**config.mk**
```make
export PLATFORM = sky130hd
export DESIGN_NAME = dot_update_queue
export DESIGN_NICKNAME = d
export VERILOG_FILES = /design/src/rtl/dot_pkg.sv /design/src/rtl/sync_fifo.sv /design/src/rtl/dot_update_queue.sv
export SDC_FILE = /design/constraint.sdc
export NUM_CORES = 1
export LEC_CHECK = 0
export CAP_MARGIN = 20
export CORE_AREA = 2 2 216 112
export CTS_BUF_LIST = sky130_fd_sc_hd__clkbuf_16
export DETAILED_ROUTE_END_ITERATION = 8
export DIE_AREA = 0 0 218 114
export DONT_BUFFER_PORTS = 1
export GPL_ROUTABILITY_DRIVEN = 0
export PLACE_DENSITY = 0.75
export SYNTH_ARGS = -nofsm -noshare
export SYNTH_HDL_FRONTEND = slang
export SYNTH_SLANG_ARGS = --single-unit
```
**constraint.sdc**
```tcl
create_clock -name clk -period 2.9 [get_ports clk]
set_input_delay 0.29 -clock clk [delete_from_list [all_inputs] [get_ports clk]]
set_output_delay 0.29 -clock clk [all_outputs]
set_load 0.005 [all_outputs]
```
**src/rtl/dot_pkg.sv**
```systemverilog
// dot_pkg: shared widths, FIFO entry layout and FSM states for dot_update_queue
// Contents: NUM_DOTS, ID_W, LOC_W, dot_entry_t {is_y, id, loc}, state_t, make_entry()
package dot_pkg;
  localparam int NUM_DOTS = 8;
  localparam int ID_W = $clog2(NUM_DOTS);
  localparam int LOC_W = 10;
  typedef struct packed {
    logic is_y;
    logic [ID_W-1:0] id;
    logic [LOC_W-1:0] loc;
  } dot_entry_t;
  typedef enum logic [1:0] {IDLE, DRIVE, DONE} state_t;
  // Y coordinates only carry 9 significant bits; bit 9 is forced low for them
  function automatic dot_entry_t make_entry(input logic is_y, input logic [ID_W-1:0] id, input logic [LOC_W-1:0] loc);
    return '{is_y: is_y, id: id, loc: is_y ? {1'b0, loc[8:0]} : loc};
  endfunction
endpackage

```
**src/rtl/sync_fifo.sv**
```systemverilog
// sync_fifo: single-clock FIFO with registered count/full and a look-ahead view of the entry after the head
// Ports: clk, reset (sync, active-low); push/din write; pop removes head; head = oldest entry;
//   nxt = entry that becomes head after a pop (din when only one entry is stored); count, full, empty.
module sync_fifo #(
  parameter int W = 8,
  parameter int DEPTH = 16,
  localparam int AW = $clog2(DEPTH),
  localparam int CW = AW + 1
) (
  input  logic          clk,
  input  logic          reset,
  input  logic          push,
  input  logic          pop,
  input  logic [W-1:0]  din,
  output logic [W-1:0]  head,
  output logic [W-1:0]  nxt,
  output logic [CW-1:0] count,
  output logic          full,
  output logic          empty
);
  logic [W-1:0] mem_q [DEPTH];
  logic [AW-1:0] rd_q, wr_q;
  logic [CW-1:0] count_q, count_d;
  logic full_q;
  assign count_d = count_q + CW'(push) - CW'(pop);
  assign head = mem_q[rd_q];
  assign nxt = count_q > CW'(1) ? mem_q[rd_q + AW'(1)] : din;
  assign count = count_q;
  assign full = full_q;
  assign empty = count_q == '0;
  always_ff @(posedge clk) if (push) mem_q[wr_q] <= din;
  always_ff @(posedge clk) begin
    if (!reset) begin
      rd_q <= '0;
      wr_q <= '0;
      count_q <= '0;
      full_q <= 1'b0;
    end else begin
      rd_q <= pop ? rd_q + AW'(1) : rd_q;
      wr_q <= push ? wr_q + AW'(1) : wr_q;
      count_q <= count_d;
      full_q <= count_d == CW'(DEPTH);
    end
  end
endmodule

```
**src/rtl/dot_update_queue.sv**
```systemverilog
// dot_update_queue: buffers CPU dot-position writes and replays them to the VGA dot port in the frame gap
// Ports: clk, reset (sync, active-low); wr_en/wr_is_y/wr_id/wr_loc CPU write; screenEnd frame-gap pulse;
//   dotWren/is_Yloc/dotID/dotLoc replay port (registered); full, frame_done, overflow, bad_id status.
// NUM_DOTS lives in dot_pkg because the FIFO entry layout depends on it.
module dot_update_queue
  import dot_pkg::*;
#(
  parameter int FIFO_DEPTH = 16,
  parameter int HOLD_CYCLES = 4,
  parameter int MAX_PER_FRAME = 16
) (
  input  logic        clk,
  input  logic        reset,
  input  logic        wr_en,
  input  logic        wr_is_y,
  input  logic [31:0] wr_id,
  input  logic [31:0] wr_loc,
  input  logic        screenEnd,
  output logic        dotWren,
  output logic        is_Yloc,
  output logic [31:0] dotID,
  output logic [31:0] dotLoc,
  output logic        full,
  output logic        frame_done,
  output logic        overflow,
  output logic        bad_id
);
  localparam int CW = $clog2(FIFO_DEPTH) + 1;
  localparam int HW = $clog2(HOLD_CYCLES + 1);
  localparam int FW = $clog2(MAX_PER_FRAME + 1);
  state_t state_q;
  logic [HW-1:0] hold_q;
  logic [FW-1:0] frame_q;
  logic dot_wren_q, is_y_q, frame_done_q, overflow_q, bad_id_q;
  logic [31:0] dot_id_q, dot_loc_q;
  dot_entry_t wr_ent, head, nxt;
  logic [CW-1:0] count;
  logic empty, id_ok, last, push, more;
  logic unused_loc;
  assign unused_loc = ^wr_loc[31:LOC_W];
  assign id_ok = wr_id < 32'(NUM_DOTS);
  assign wr_ent = make_entry(wr_is_y, wr_id[ID_W-1:0], wr_loc[LOC_W-1:0]);
  // last hold cycle of the presented entry: this is when it leaves the FIFO
  assign last = state_q == DRIVE && hold_q == HW'(HOLD_CYCLES - 1);
  // a pop frees a slot in the same cycle, so a write while full still lands
  assign push = wr_en && id_ok && (!full || last);
  // a same-cycle push counts toward "still non-empty after this pop"
  assign more = (count > CW'(1) || push) && frame_q + FW'(1) < FW'(MAX_PER_FRAME);
  sync_fifo #(.W($bits(dot_entry_t)), .DEPTH(FIFO_DEPTH)) u_fifo (
    .clk(clk),
    .reset(reset),
    .push(push),
    .pop(last),
    .din(wr_ent),
    .head(head),
    .nxt(nxt),
    .count(count),
    .full(full),
    .empty(empty)
  );
  always_ff @(posedge clk) begin
    if (!reset) begin
      state_q <= IDLE;
      hold_q <= '0;
      frame_q <= '0;
      dot_wren_q <= 1'b0;
      is_y_q <= 1'b0;
      dot_id_q <= '0;
      dot_loc_q <= '0;
      frame_done_q <= 1'b0;
      overflow_q <= 1'b0;
      bad_id_q <= 1'b0;
    end else begin
      frame_done_q <= 1'b0;
      overflow_q <= overflow_q | (wr_en && id_ok && full && !last);
      bad_id_q <= bad_id_q | (wr_en && !id_ok);
      case (state_q)
        IDLE: begin
          if (screenEnd && empty) frame_done_q <= 1'b1;
          if (screenEnd && !empty) begin
            state_q <= DRIVE;
            hold_q <= '0;
            frame_q <= '0;
            dot_wren_q <= 1'b1;
            is_y_q <= head.is_y;
            dot_id_q <= 32'(head.id);
            dot_loc_q <= 32'(head.loc);
          end
        end
        DRIVE: begin
          hold_q <= last ? '0 : hold_q + HW'(1);
          if (last) begin
            frame_q <= frame_q + FW'(1);
            state_q <= more ? DRIVE : DONE;
            frame_done_q <= !more;
            dot_wren_q <= more;
            is_y_q <= more && nxt.is_y;
            dot_id_q <= more ? 32'(nxt.id) : '0;
            dot_loc_q <= more ? 32'(nxt.loc) : '0;
          end
        end
        DONE: state_q <= IDLE;
        default: state_q <= IDLE;
      endcase
    end
  end
  assign dotWren = dot_wren_q;
  assign is_Yloc = is_y_q;
  assign dotID = dot_id_q;
  assign dotLoc = dot_loc_q;
  assign frame_done = frame_done_q;
  assign overflow = overflow_q;
  assign bad_id = bad_id_q;
endmodule

```
# Yosys cells after proc, flatten, opt, wreduce, memory -nomap -nowiden
# Memory sizes are Yosys's and may differ from the RTL's. A register that Yosys moved wholly into a read port is not among the register bits.
# Cells that the tools add are included.
[op_classes]
mux = 33
order_cmp = 3
bitwise_logic = 2
eq_ne = 5
n_reduce_logical = 23
n_addsub = 6
[ops]
columns = ["op", "count"]
rows = [
  ["two-way mux 32 bit", 4],
  ["one-hot mux 32 bit (2 select lines)", 2],
  ["< comparator 32 x 4 -> 1 bit (second input constant)", 1],
  ["two-way mux 10 bit", 2],
  ["two-way mux 14 bit", 1],
  ["logical AND 1 bit", 10],
  ["two-way mux 5 bit", 2],
  ["one-hot mux 5 bit (2 select lines)", 1],
  ["two-way mux 3 bit", 3],
  ["adder 4 x 1 -> 4 bit (second input constant)", 2],
  ["two-way mux 1 bit", 8],
  ["two-way mux 4 bit", 2],
  ["two-way mux 2 bit", 3],
  ["one-hot mux 1 bit (2 select lines)", 3],
  ["one-hot mux 3 bit (2 select lines)", 1],
  ["adder 5 x 1 -> 5 bit", 1],
  ["adder 5 x 1 -> 5 bit (second input constant)", 1],
  ["equality test 5 bit (second input constant)", 1],
  ["> comparator 5 x 1 -> 1 bit (second input constant)", 1],
  ["zero test 1 bit", 5],
  ["zero test 5 bit", 1],
  ["< comparator 5 bit (second input constant)", 1],
  ["subtractor 5 x 1 -> 5 bit", 1],
  ["inequality test 2 bit (second input constant)", 2],
  ["10 further kinds", 13],
]
[totals]
mem_count = 1
in_bits = 69
ram_bits = 224
word_cells = 87
output_inout_bits = 70
ff_bits = 93
[memory_table]
columns = ["name", "depth", "width", "rd", "rd_clocked_by_memory_dff", "wr", "line_no", "source"]
rows = [
  ["u_fifo.mem_q", 16, 14, 2, 1, 1, "sync_fifo.sv:21", "logic [W-1:0] mem_q [DEPTH];"],
]

# Longest topological paths before layout
# Gate-level depths: netlist of the first run.
[depth]
word_depth = 9
mapped_depth = 15
depth_no_buf = 15

# Hierarchy
# Synthesis of the first run repeated with hierarchy kept, for this count alone.
[unflattened]
cells_unflattened = 755
hier_area_um2 = 13048.8
[modules_own_cells]
columns = ["module", "cells_per_inst", "instances", "area_each_um2"]
rows = [
  ["sync_fifo", 565, 1, 11305.8],
  ["dot_update_queue", 190, 1, 1742.9],
]

# Worst setup path before layout of the first run
# OpenSTA, ideal clock, no wires.
[synth_path]
path_kind = "flip-flop to flip-flop"
start = "reg hold_q[0]"
end = "mem u_fifo.mem_q[0][0] (netlist name), enable pin"
arrival_time_ps = 2740
path_slack_ps = -242
stages_incl_launch_ff = 7
t_required_ps = 2497
synth_period_minus_slack_ps = 3142
setup_time_ps = 403
n_path_buf = 0
cell_sequence = "dfxtp_1 > ha_1 > and2b_1 > nand2_8 > a2111oi_4 > nand2_1 > nor3_1"
[synth_between]
elab_chain_cells = 6
[synth_lines]
columns = ["item", "line_no", "source"]
rows = [
  ["from (decl)", "dot_update_queue.sv:32", "logic [HW-1:0] hold_q;"],
  ["from (signal assigned)", "dot_update_queue.sv:91", "hold_q <= last ? '0 : hold_q + HW'(1);"],
  ["equality test 3 x 2 -> 1 bit", "dot_update_queue.sv:44", "assign last = state_q == DRIVE && hold_q == HW'(HOLD_CYCLES - 1);"],
  ["logical AND 1 bit", "dot_update_queue.sv:44", ""],
  ["logical OR 1 bit", "dot_update_queue.sv:46", "assign push = wr_en && id_ok && (!full || last);"],
  ["logical AND 1 bit", "dot_update_queue.sv:46", ""],
  ["named net push", "dot_update_queue.sv:38", "logic empty, id_ok, last, push, more;"],
  ["two-way mux 1 bit", "sync_fifo.sv:31", "always_ff @(posedge clk) if (push) mem_q[wr_q] <= din;"],
  ["two-way mux 1 bit (not written as such)", "sync_fifo.sv:31", ""],
  ["to (decl)", "sync_fifo.sv:21", ""],
]
# The timed path passes the listed nets, and every way through them passes these cells.

# Worst setup path in the final report of the first run
[layout_path]
start = "reg hold_q[0]"
end = "reg u_fifo.full_q (netlist: u_fifo.full)"
[layout_between]
elab_chain_cells = 7
[layout_lines]
columns = ["item", "line_no", "source"]
rows = [
  ["equality test 3 x 2 -> 1 bit *", "dot_update_queue.sv:44", ""],
  ["logical AND 1 bit *", "dot_update_queue.sv:44", ""],
  ["named net last", "dot_update_queue.sv:38", ""],
  ["logical OR 1 bit", "dot_update_queue.sv:46", ""],
  ["logical AND 1 bit", "dot_update_queue.sv:46", ""],
  ["adder 5 x 1 -> 5 bit", "sync_fifo.sv:25", "assign count_d = count_q + CW'(push) - CW'(pop);"],
  ["subtractor 5 x 1 -> 5 bit *", "sync_fifo.sv:25", ""],
  ["equality test 5 bit *", "sync_fifo.sv:42", "full_q <= count_d == CW'(DEPTH);"],
  ["to (signal assigned)", "sync_fifo.sv:42", ""],
  ["to (decl)", "sync_fifo.sv:24", "logic full_q;"],
]
# Mark *: on every way through the listed nets, which the timed path passes. The rest lies on a longest branch.
# A chain may end at the register's enable or synchronous reset.

==> flow_summary_export.csv, run 1 <==
group,metric,value,unit
clocking,clock_latency,550,ps
sta,tightest_slew,1063,ps
logic_synthesis,synth_cell_types,60,
clocking,cts_tree,"yes",
pwr,ir_drop,367.7,uV
global_route,antenna_found_initial,1,
critical_path,cp.required,3380,ps
floorplanning,dieWidth,218,um
critical_path,worst_ep_arrival_time,3240,ps
global_route,grt_pass1_wl,53680,um
placement,dp_hpwl,24250,um
sta,fin_setup_tns,0,ps
global_route,grt_pass1_vias,8215,
routing,wl,36560,um
floorplanning,die-area,24850,um^2
final_layout,area_growth,12.29,%
global_route,gr-total-overflow,0,
critical_path,end_kind,"flop",
pwr,combPwrFrac,1.5,%
pwr,p_per_area,511.1,nW/um^2
floorplanning,start_util,56.30,%
clocking,clkTransAtPathRegs,70,ps
final_layout,layout_common_cells,"edfxtp_1, nand2_1, mux4_2",
outcome,status,"completed",
clocking,cts_max_level,1,
pwr,p_sw,1.510,mW
sta,slew_viol_final,0,
final_layout,antenna_cells,0,
pwr,clkPwrFrac,42.7,%
clocking,cts_buffers,24,
floorplanning,coreArea,23220,um^2
pwr,p_seq_share,55.9,%
sta,finalCritPeriodShare,95.37,%
floorplanning,rows,40,
routing,drc,0,
pwr,fin_total_pwr,7.503,mW
logic_synthesis,synth_edf_count,224,
sta,finalHoldViolations,0,
sta,fin_crit,2766,ps
logic_synthesis,ys_ff_latch,270,
routing,dr.pass1.iters,6,
logic_synthesis,ys_async_sr_fraction,0,%
routing,vias,8552,
critical_path,critPathKind,"reg2reg",
logic_synthesis,syn_area,13080,um^2
routing,drtIter0Drc,1408,
sta,fmax,0.3616,GHz
clocking,clockBufferDepth,3,
pwr,power.internal,5.994,mW
routing,avgRoutedWirePerCell,28.21,um
logic_synthesis,synth_area_per_cell,14.64,um^2
final_layout,final_common_cell,"edfxtp_1",
critical_path,startpoint_type,"flop",
sta,fin_skew,26.89,ps
worst_hold_path,hold_path.class,"in2reg",
sta,slew_headroom,28.93,%
logic_synthesis,synth_area_leaders,"edfxtp_1, mux4_2, dfxtp_1",
routing,drtAntennaViolNets,0,
pwr,power_leakage,4.827,nW
final_layout,final_nets,1048,
global_route,grt_start_max_net_pins,40,
logic_synthesis,synth_top_area_cell,"edfxtp_1",
final_layout,fillers,1718,
clocking,root_buffer,"clkbuf_16",
global_route,track_usage,30.13,%
logic_synthesis,synth_cells,893,
routing,viasPerCell,6.599,
placement,portBuffers,0,
run,cap_viol_max_count,0,
clocking,clock_sinks,270,
pwr,switching_share,20.12,%
critical_path,cp_max_fo,7,
logic_synthesis,synthFlopType,"edfxtp_1",
final_layout,drive_gt1_share,24.36,%
logic_synthesis,yosys_warnings,0,
logic_synthesis,synth_seq_area_share,58.49,%
floorplanning,ios,139,
sta,finalSetupViolCount,0,
logic_synthesis,synth_top_area_share,51.44,%
floorplanning,die_h,114,um
## state kept, by name, indices dropped and copies added, names as in the netlist, 2 cells and up, named ones only
name,cells
u_fifo.mem_q,224
u_fifo.count,5
dotLoc,10
frame_q,5
dotID,3
hold_q,3
u_fifo.wr_q,4
u_fifo.rd_q,4
state_q,2
## final timing paths
| path | slack, ps | end | cells past startpoint | startpoint |
|---|---|---|---|---|
| hold / removal | 10 | dotLoc[6]$_SDFFE_PN0P_ | 3 | wr_loc[6] |
| setup / recovery | 130 | u_fifo.full$_SDFF_PN0_ | 15 | hold_q[0]$_SDFFE_PN0P_ |
| setup reg to reg | 130 | u_fifo.full$_SDFF_PN0_ | 15 | hold_q[0]$_SDFFE_PN0P_ |
| hold reg to reg | 450 | hold_q[2]$_SDFFE_PN0P_ | 2 | hold_q[2]$_SDFFE_PN0P_ |
## layout make-up
cell class,instances,area (um^2),share of cell area [%]
clock buffers,24,600.6,4.091
clock inverters,20,175.2,1.193
flip-flops and latches,270,7654,52.13
inverters,15,60.06,0.4091
well taps,315,394.1,2.685
multi-input cells,556,4977,33.90
repair buffers,96,820.8,5.591
## stage by stage
stage	instances	cell area, um^2	utilization, %	hold slack, ps	worst slack (ps)
after floorplan	943	13280	-	388.9	54.26
after global placement	1230	13700	58.98	389.6	220.9
after detailed placement	1230	13700	58.98	389.7	106.8
after CTS	1289	14620	62.97	2.810	51.11
after global routing	1296	14680	63.22	33.19	-20.17
final	1296	14680	63.22	14.51	134.3
## synthesized netlist by cell type (all sizes together) (15+ instances only)
master	number
clkbuf	18
buf	84
nand3	31
nor2b	25
ha	15
dfxtp	46
mux4	85
edfxtp	224
nor2	29
inv	15
mux2i	37
nand2	115
## timing repair
action	in CTS	in global routing
hold buffers	15	0
hold endpoints to repair	243	0
pin swaps	0	3
endpoints found under the setup margin	1	2
buffers inserted	0	7
gates resized for setup	1	4
## per-layer routing
layer / share of wire, % / wire (um) / up-vias / global-route usage, %
met1: 42 / 15350 / 4254 / 47.70
met4: 2.2 / 797 / 0 / 6.395
met2: 40 / 14700 / 710 / 40.17
li1: - / - / 3521 / -
met3: 16 / 5721 / 67 / 10.11
met5: 0 / 0 / - / 0
## cells by family (layout without fill, tap and decap cells)
logic type | Yosys count | count (layout) | synth area share, %
AO/OA/AOI/OAI | 92 | 92 | 5.866
multiplexers | 130 | 130 | 18.16
XOR/XNOR | 13 | 13 | 0.9283
other | 1 | 51 | 0.02868
buffers and inverters | 117 | 155 | 5.340
AND/OR/NAND/NOR | 254 | 254 | 9.598
adder cells (fa/ha/maj) | 16 | 16 | 1.589
flip-flops | 270 | 270 | 58.49
## power groups by stage
| stage | sequential, mW | combinational, mW | clock (mW) |
|---|---|---|---|
| CTS | 4.19 | 0.106 | 3.24 |
| global route | 4.19 | 0.123 | 3.39 |
| floorplan | 4.28 | 0.0894 | 0 |
| finish | 4.19 | 0.111 | 3.20 |
| global placement | 4.28 | 0.0445 | 0 |
| detailed placement | 4.28 | 0.0455 | 0 |
## critical path, cell delays in order, from the launching register on
cell and delay, ps:
dfxtp_1 330, ha_1 220, and2b_2 240, nand2_8 100
clkinvlp_4 120, ha_1 270, inv_1 50, ha_1 160
inv_1 60, fa_2 350, nor2_1 120, nor2_1 50
nor2_1 180, o21ai_1 110, a21boi_1 180, and2_1 150
Note: power is estimated with default switching activity, not from simulation.
==> inputs of run 2 (changes only) <==
Settings changed: CORE_AREA 2 2 216 112 to 2 2 245 126, DIE_AREA 0 0 218 114 to 0 0 247 128, PLACE_DENSITY 0.75 to 0.61, SLEW_MARGIN set to 20.
==> run 2 against run 1 <==
Highest routed layer unchanged. Total power up 3.0%. Fmax up 2.7%. Global-route usage down 5.7 points. Largest cell class unchanged. Largest power group unchanged. Flip-flop and latch count unchanged. Die area up 27%. Final cell count up 6.2%. Non-clock buffer count down 6. Count of clock-buffer cells in the layout up 1. Design area up 1.5%. Setup slack better by 74 ps.
==> flow_summary_export.csv, run 2 (synthesis gave the netlist of run 1 again) <==
group,metric,value,unit
global_route,grt_pass1_wl,54940,um
final_layout,drive_gt1_share,24.80,%
floorplanning,die-area,31620,um^2
placement,dp_hpwl,24960,um
pwr,p_seq_share,54.2,%
critical_path,worst_ep_arrival_time,3180,ps
final_layout,layout_common_cells,"edfxtp_1, nand2_1, mux4_2",
routing,drc,0,
floorplanning,ios,139,
pwr,switching_share,20.51,%
pwr,p_per_area,518.8,nW/um^2
routing,wl,38050,um
placement,portBuffers,0,
final_layout,area_growth,13.95,%
final_layout,largest_reg_flops,224,
global_route,grt_start_max_net_pins,40,
sta,slew_headroom,32.55,%
critical_path,startpoint_type,"flop",
clocking,clock_sinks,270,
worst_hold_path,hold_path.class,"in2reg",
global_route,antenna_found_initial,3,
critical_path,cp.required,3390,ps
pwr,clkPwrFrac,44.3,%
final_layout,final_nets,1043,
routing,viasPerCell,6.065,
pwr,power.internal,6.145,mW
pwr,power_leakage,4.819,nW
routing,drtAntennaViolNets,0,
critical_path,cp_max_fo,10,
clocking,cts_buffers,25,
pwr,ir_drop,433.5,uV
sta,fin_crit,2692,ps
clocking,cts_max_level,1,
clocking,clock_latency,540,ps
final_layout,final_util,50.21,%
floorplanning,coreArea,29670,um^2
final_layout,fin_area,14900,um^2
sta,tightest_slew,1008,ps
placement,place_area,13910,um^2
pwr,combPwrFrac,1.5,%
pwr,p_sw,1.586,mW
sta,finalHoldViolations,0,
outcome,status,"completed",
final_layout,final_common_cell,"edfxtp_1",
floorplanning,rows,45,
floorplanning,dieWidth,247,um
floorplanning,die_h,128,um
sta,fin_skew,9.787,ps
sta,grt_setup_unrepaired,"false",
global_route,grt_pass1_vias,7798,
clocking,root_buffer,"clkbuf_16",
final_layout,largest_register,"u_fifo.mem_q",
sta,fin_setup_tns,0,ps
critical_path,critPathKind,"reg2reg",
routing,vias,8345,
routing,dr.pass1.iters,5,
clocking,clkTransAtPathRegs,70,ps
critical_path,end_kind,"flop",
clocking,cts_setup_buffers,0,
clocking,cts_tree,"yes",
routing,avgRoutedWirePerCell,27.66,um
routing,drtIter0Drc,1010,
clocking,clockBufferDepth,3,
floorplanning,start_util,44.06,%
sta,fmax,0.3715,GHz
global_route,gr-total-overflow,0,
run,cap_viol_max_count,0,
sta,slew_viol_final,0,
global_route,track_usage,24.45,%
sta,finalCritPeriodShare,92.82,%
sta,finalSetupViolCount,0,
-- run 2: worst paths after layout --
| path | startpoint | slack [ps] | end | cells past startpoint |
|---|---|---|---|---|
| setup / recovery | u_fifo.count[1]$_SDFF_PN0_ | 210 | dotLoc[7]$_SDFFE_PN0P_ | 9 |
| setup reg to reg | u_fifo.count[1]$_SDFF_PN0_ | 210 | dotLoc[7]$_SDFFE_PN0P_ | 9 |
| hold reg to reg | hold_q[2]$_SDFFE_PN0P_ | 430 | hold_q[2]$_SDFFE_PN0P_ | 2 |
| hold / removal | wr_loc[5] | 20 | dotLoc[5]$_SDFFE_PN0P_ | 3 |
-- run 2: layout make-up --
type                       count  area (um^2)
antenna                        1        2.502
clock buffer                  25        625.6
clock inverter                20        200.2
fill                        2460        14770
inverter                      15        56.30
multi-input combinational    556         5009
sequential                   270         7654
tap                          399        499.2
timing repair buffer          90        853.3
-- run 2: critical path, stage by stage, from the launching register on --
cell and delay [ps]:
dfxtp_1 460, inv_1 120, ha_1 210, a31o_2 350
buf_4 240, nor2_1 410, buf_4 320, o2111ai_1 190
o211ai_1 150, a221o_1 170
-- run 2: repair_timing --
item | 4_1_cts | 5_1_grt
endpoints found under the setup margin | 0 | 2
resized for setup | 0 | 2
hold buffers | 16 | 0
hold endpoints to repair | 243 | 0
-- run 2: layer usage --
metal	track usage, %	vias to the layer above	wire length, um
li1	-	3523	-
met1	38.40	4237	17160
met2	31.29	544	14960
met3	10.45	41	5376
met4	3.792	0	562
met5	0	-	0
-- run 2: stage by stage --
stage	hold WS, ps	instances	setup slack, ps	power (mW)
detailed placement	389.8	1314	106.3	4.323
global route	28.68	1376	12.82	7.954
floorplan	388.9	943	54.26	4.368
global placement	389.7	1314	177.6	4.323
CTS	0.4047	1375	93.64	7.786
finish	19.27	1376	208.3	7.730
-- run 2: power by group through the flow --
stage	logic (mW)	clock network (mW)	registers, mW
2_1_floorplan	0.0894	0	4.28
3_3_place_gp	0.0451	0	4.28
3_5_place_dp	0.0455	0	4.28
4_1_cts	0.109	3.49	4.19
5_1_grt	0.126	3.64	4.19
6_report	0.112	3.43	4.19
==> inputs of run 3 (changes only) <==
Settings changed: CTS_CLUSTER_SIZE set to 14, GPL_ROUTABILITY_DRIVEN 0 to unset.
==> run 3 against run 2 <==
Sequential share of layout area about the same. Core utilization about the same. Combinational power about the same. Critical path depth up 4. Register-to-register slack about the same. Setup slack worse by 12 ps. Clock power about the same. Count of clock-buffer cells in the layout up 2. Non-clock buffer count down 1. Sequential power about the same. Critical endpoint is now u_fifo.full$_SDFF_PN0_. Largest cell class unchanged.
==> flow_summary_export.csv, run 3 (synthesis gave the netlist of run 1 again) <==
group,metric,value,unit
floorplanning,coreArea,29670,um^2
global_route,grt_start_max_net_pins,40,
final_layout,largest_register,"u_fifo.mem_q",
final_layout,area_growth,14.01,%
global_route,track_usage,24.44,%
critical_path,cp.required,3400,ps
pwr,switching_share,20.59,%
critical_path,r2r.worst_path.cells,13,
global_route,grt_pass1_wl,54960,um
routing,avgRoutedWirePerCell,27.72,um
clocking,clockBufferDepth,3,
floorplanning,start_util,44.06,%
sta,fmax,0.3698,GHz
final_layout,drive_gt1_share,24.77,%
routing,drtAntennaViolNets,0,
placement,gp_congestion,0.8567,
sta,fin_setup_tns,0,ps
critical_path,cp_max_fo,9,
critical_path,worst_ep_arrival_time,3200,ps
outcome,status,"completed",
final_layout,layout_common_cells,"edfxtp_1, nand2_1, mux4_2",
clocking,cts_buffers,26,
pwr,combPwrFrac,1.4,%
pwr,fin_total_pwr,7.762,mW
global_route,grt_pass1_vias,7784,
worst_hold_path,min_to,"dotID[0]$_SDFFE_PN0P_",
floorplanning,dieWidth,247,um
sta,fin_crit,2704,ps
pwr,ir_drop,460.4,uV
global_route,gr-total-overflow,0,
sta,grt_setup_unrepaired,"false",
sta,slew_headroom,31.61,%
pwr,power.internal,6.163,mW
critical_path,end_kind,"flop",
clocking,clock_latency,560,ps
pwr,p_per_area,520.7,nW/um^2
routing,drc,0,
critical_path,reg2reg_slack,200,ps
pwr,clkPwrFrac,44.5,%
worst_hold_path,hold_path.class,"in2reg",
final_layout,final_common_cell,"edfxtp_1",
routing,vias,8340,
worst_hold_path,min_path_cells,3,
pwr,p_seq_share,54.0,%
sta,finalSetupViolCount,0,
floorplanning,rows,45,
clocking,root_buffer,"clkbuf_16",
clocking,clock_sinks,270,
routing,wl,38170,um
sta,finalCritPeriodShare,93.24,%
clocking,clkTransAtPathRegs,70,ps
sta,slew_viol_final,0,
routing,viasPerCell,6.057,
final_layout,fillers,2457,
sta,fin_skew,11.50,ps
sta,tightest_slew,1022,ps
floorplanning,ios,139,
global_route,antenna_found_initial,3,
routing,dr.pass1.iters,7,
floorplanning,die_h,128,um
sta,finalHoldViolations,0,
final_layout,final_nets,1043,
floorplanning,die-area,31620,um^2
critical_path,r2r_end,"u_fifo.full$_SDFF_PN0_",
worst_hold_path,hold_path.startpoint,"wr_id[0]",
pwr,p_sw,1.598,mW
placement,dp_hpwl,24960,um
placement,portBuffers,0,
run,cap_viol_max_count,0,
placement,place_area,13910,um^2
routing,drtIter0Drc,1155,
clocking,cts_max_level,1,
critical_path,r2r_start,"hold_q[0]$_SDFFE_PN0P_",
clocking,cts_tree,"yes",
critical_path,critPathKind,"reg2reg",
final_layout,largest_reg_flops,224,
pwr,power_leakage,4.836,nW
final_layout,fin_area,14910,um^2
critical_path,startpoint_type,"flop",
[run 3: power by group through the flow]
stage	clock network, mW	logic, mW	registers (mW)
after floorplan	0	0.0894	4.28
after global placement	0	0.0451	4.28
after detailed placement	0	0.0455	4.28
after CTS	3.51	0.108	4.19
after global routing	3.66	0.126	4.19
final	3.46	0.112	4.19
[run 3: final cells by class]
cell class | instances | area [um^2] | share of cell area, %
Sequential cell | 270 | 7654 | 51.34
Multi-Input combinational cell | 556 | 5009 | 33.60
Tap cell | 399 | 499.2 | 3.349
Antenna cell | 1 | 2.502 | 0.01679
Clock buffer | 27 | 675.6 | 4.532
Clock inverter | 20 | 167.7 | 1.125
Inverter | 15 | 56.30 | 0.3777
Timing Repair Buffer | 89 | 843.3 | 5.657
[run 3: per-layer routing]
layer / wire length, um / GRT usage (%) / up-vias
met4: 626 / 4.111 / 0
met3: 5106 / 9.776 / 52
met5: 0 / 0 / -
met1: 17400 / 38.50 / 4245
met2: 15030 / 31.50 / 527
li1: - / - / 3516
[run 3: timing repair]
| action | in CTS | in global routing |
|---|---|---|
| hold endpoints to repair | 247 | 0 |
| hold buffers | 15 | 0 |
| buffers inserted | 0 | 0 |
| setup endpoints to repair | 0 | 2 |
| gates resized for setup | 0 | 2 |
[run 3: how the worst max path moves through the flow]
| stage | start | end | slack (ps) | cells after the start |
|---|---|---|---|---|
| 6_report | hold_q[0]$_SDFFE_PN0P_ | u_fifo.full$_SDFF_PN0_ | 200 | 13 |
| 5_1_grt | hold_q[0]$_SDFFE_PN0P_ | u_fifo.full$_SDFF_PN0_ | 10 | 13 |
| 4_1_cts | hold_q[0]$_SDFFE_PN0P_ | u_fifo.full$_SDFF_PN0_ | 90 | 13 |
| 3_5_place_dp | hold_q[0]$_SDFFE_PN0P_ | u_fifo.full$_SDFF_PN0_ | 110 | 13 |
| 3_3_place_gp | hold_q[0]$_SDFFE_PN0P_ | u_fifo.full$_SDFF_PN0_ | 180 | 13 |
| 2_1_floorplan | hold_q[0]$_SDFFE_PN0P_ | u_fifo.full$_SDFF_PN0_ | 50 | 13 |
[run 3: metrics by stage]
step                      std cells  hold slack [ps]  setup WS (ps)  utilization [%]
after CTS                      1376            4.990          86.72            50.23
after global placement         1314            389.7          177.6            46.88
after floorplan                 943            388.9          54.26                -
final                          1377            25.88          195.9            50.24
after detailed placement       1314            389.8          106.3            46.88
after global routing           1376            20.84          10.83            50.23
[run 3: worst max-delay path, stage by stage (launching register included)]
cell and delay [ps]:
dfxtp_1 350, ha_1 180, and2b_2 210, nand2_8 90
a2111oi_4 410, ha_1 230, inv_1 50, fa_1 400
nor2_1 140, nor2_1 50, nor2_1 120, o21ai_0 90
a21boi_1 180, and2_1 150
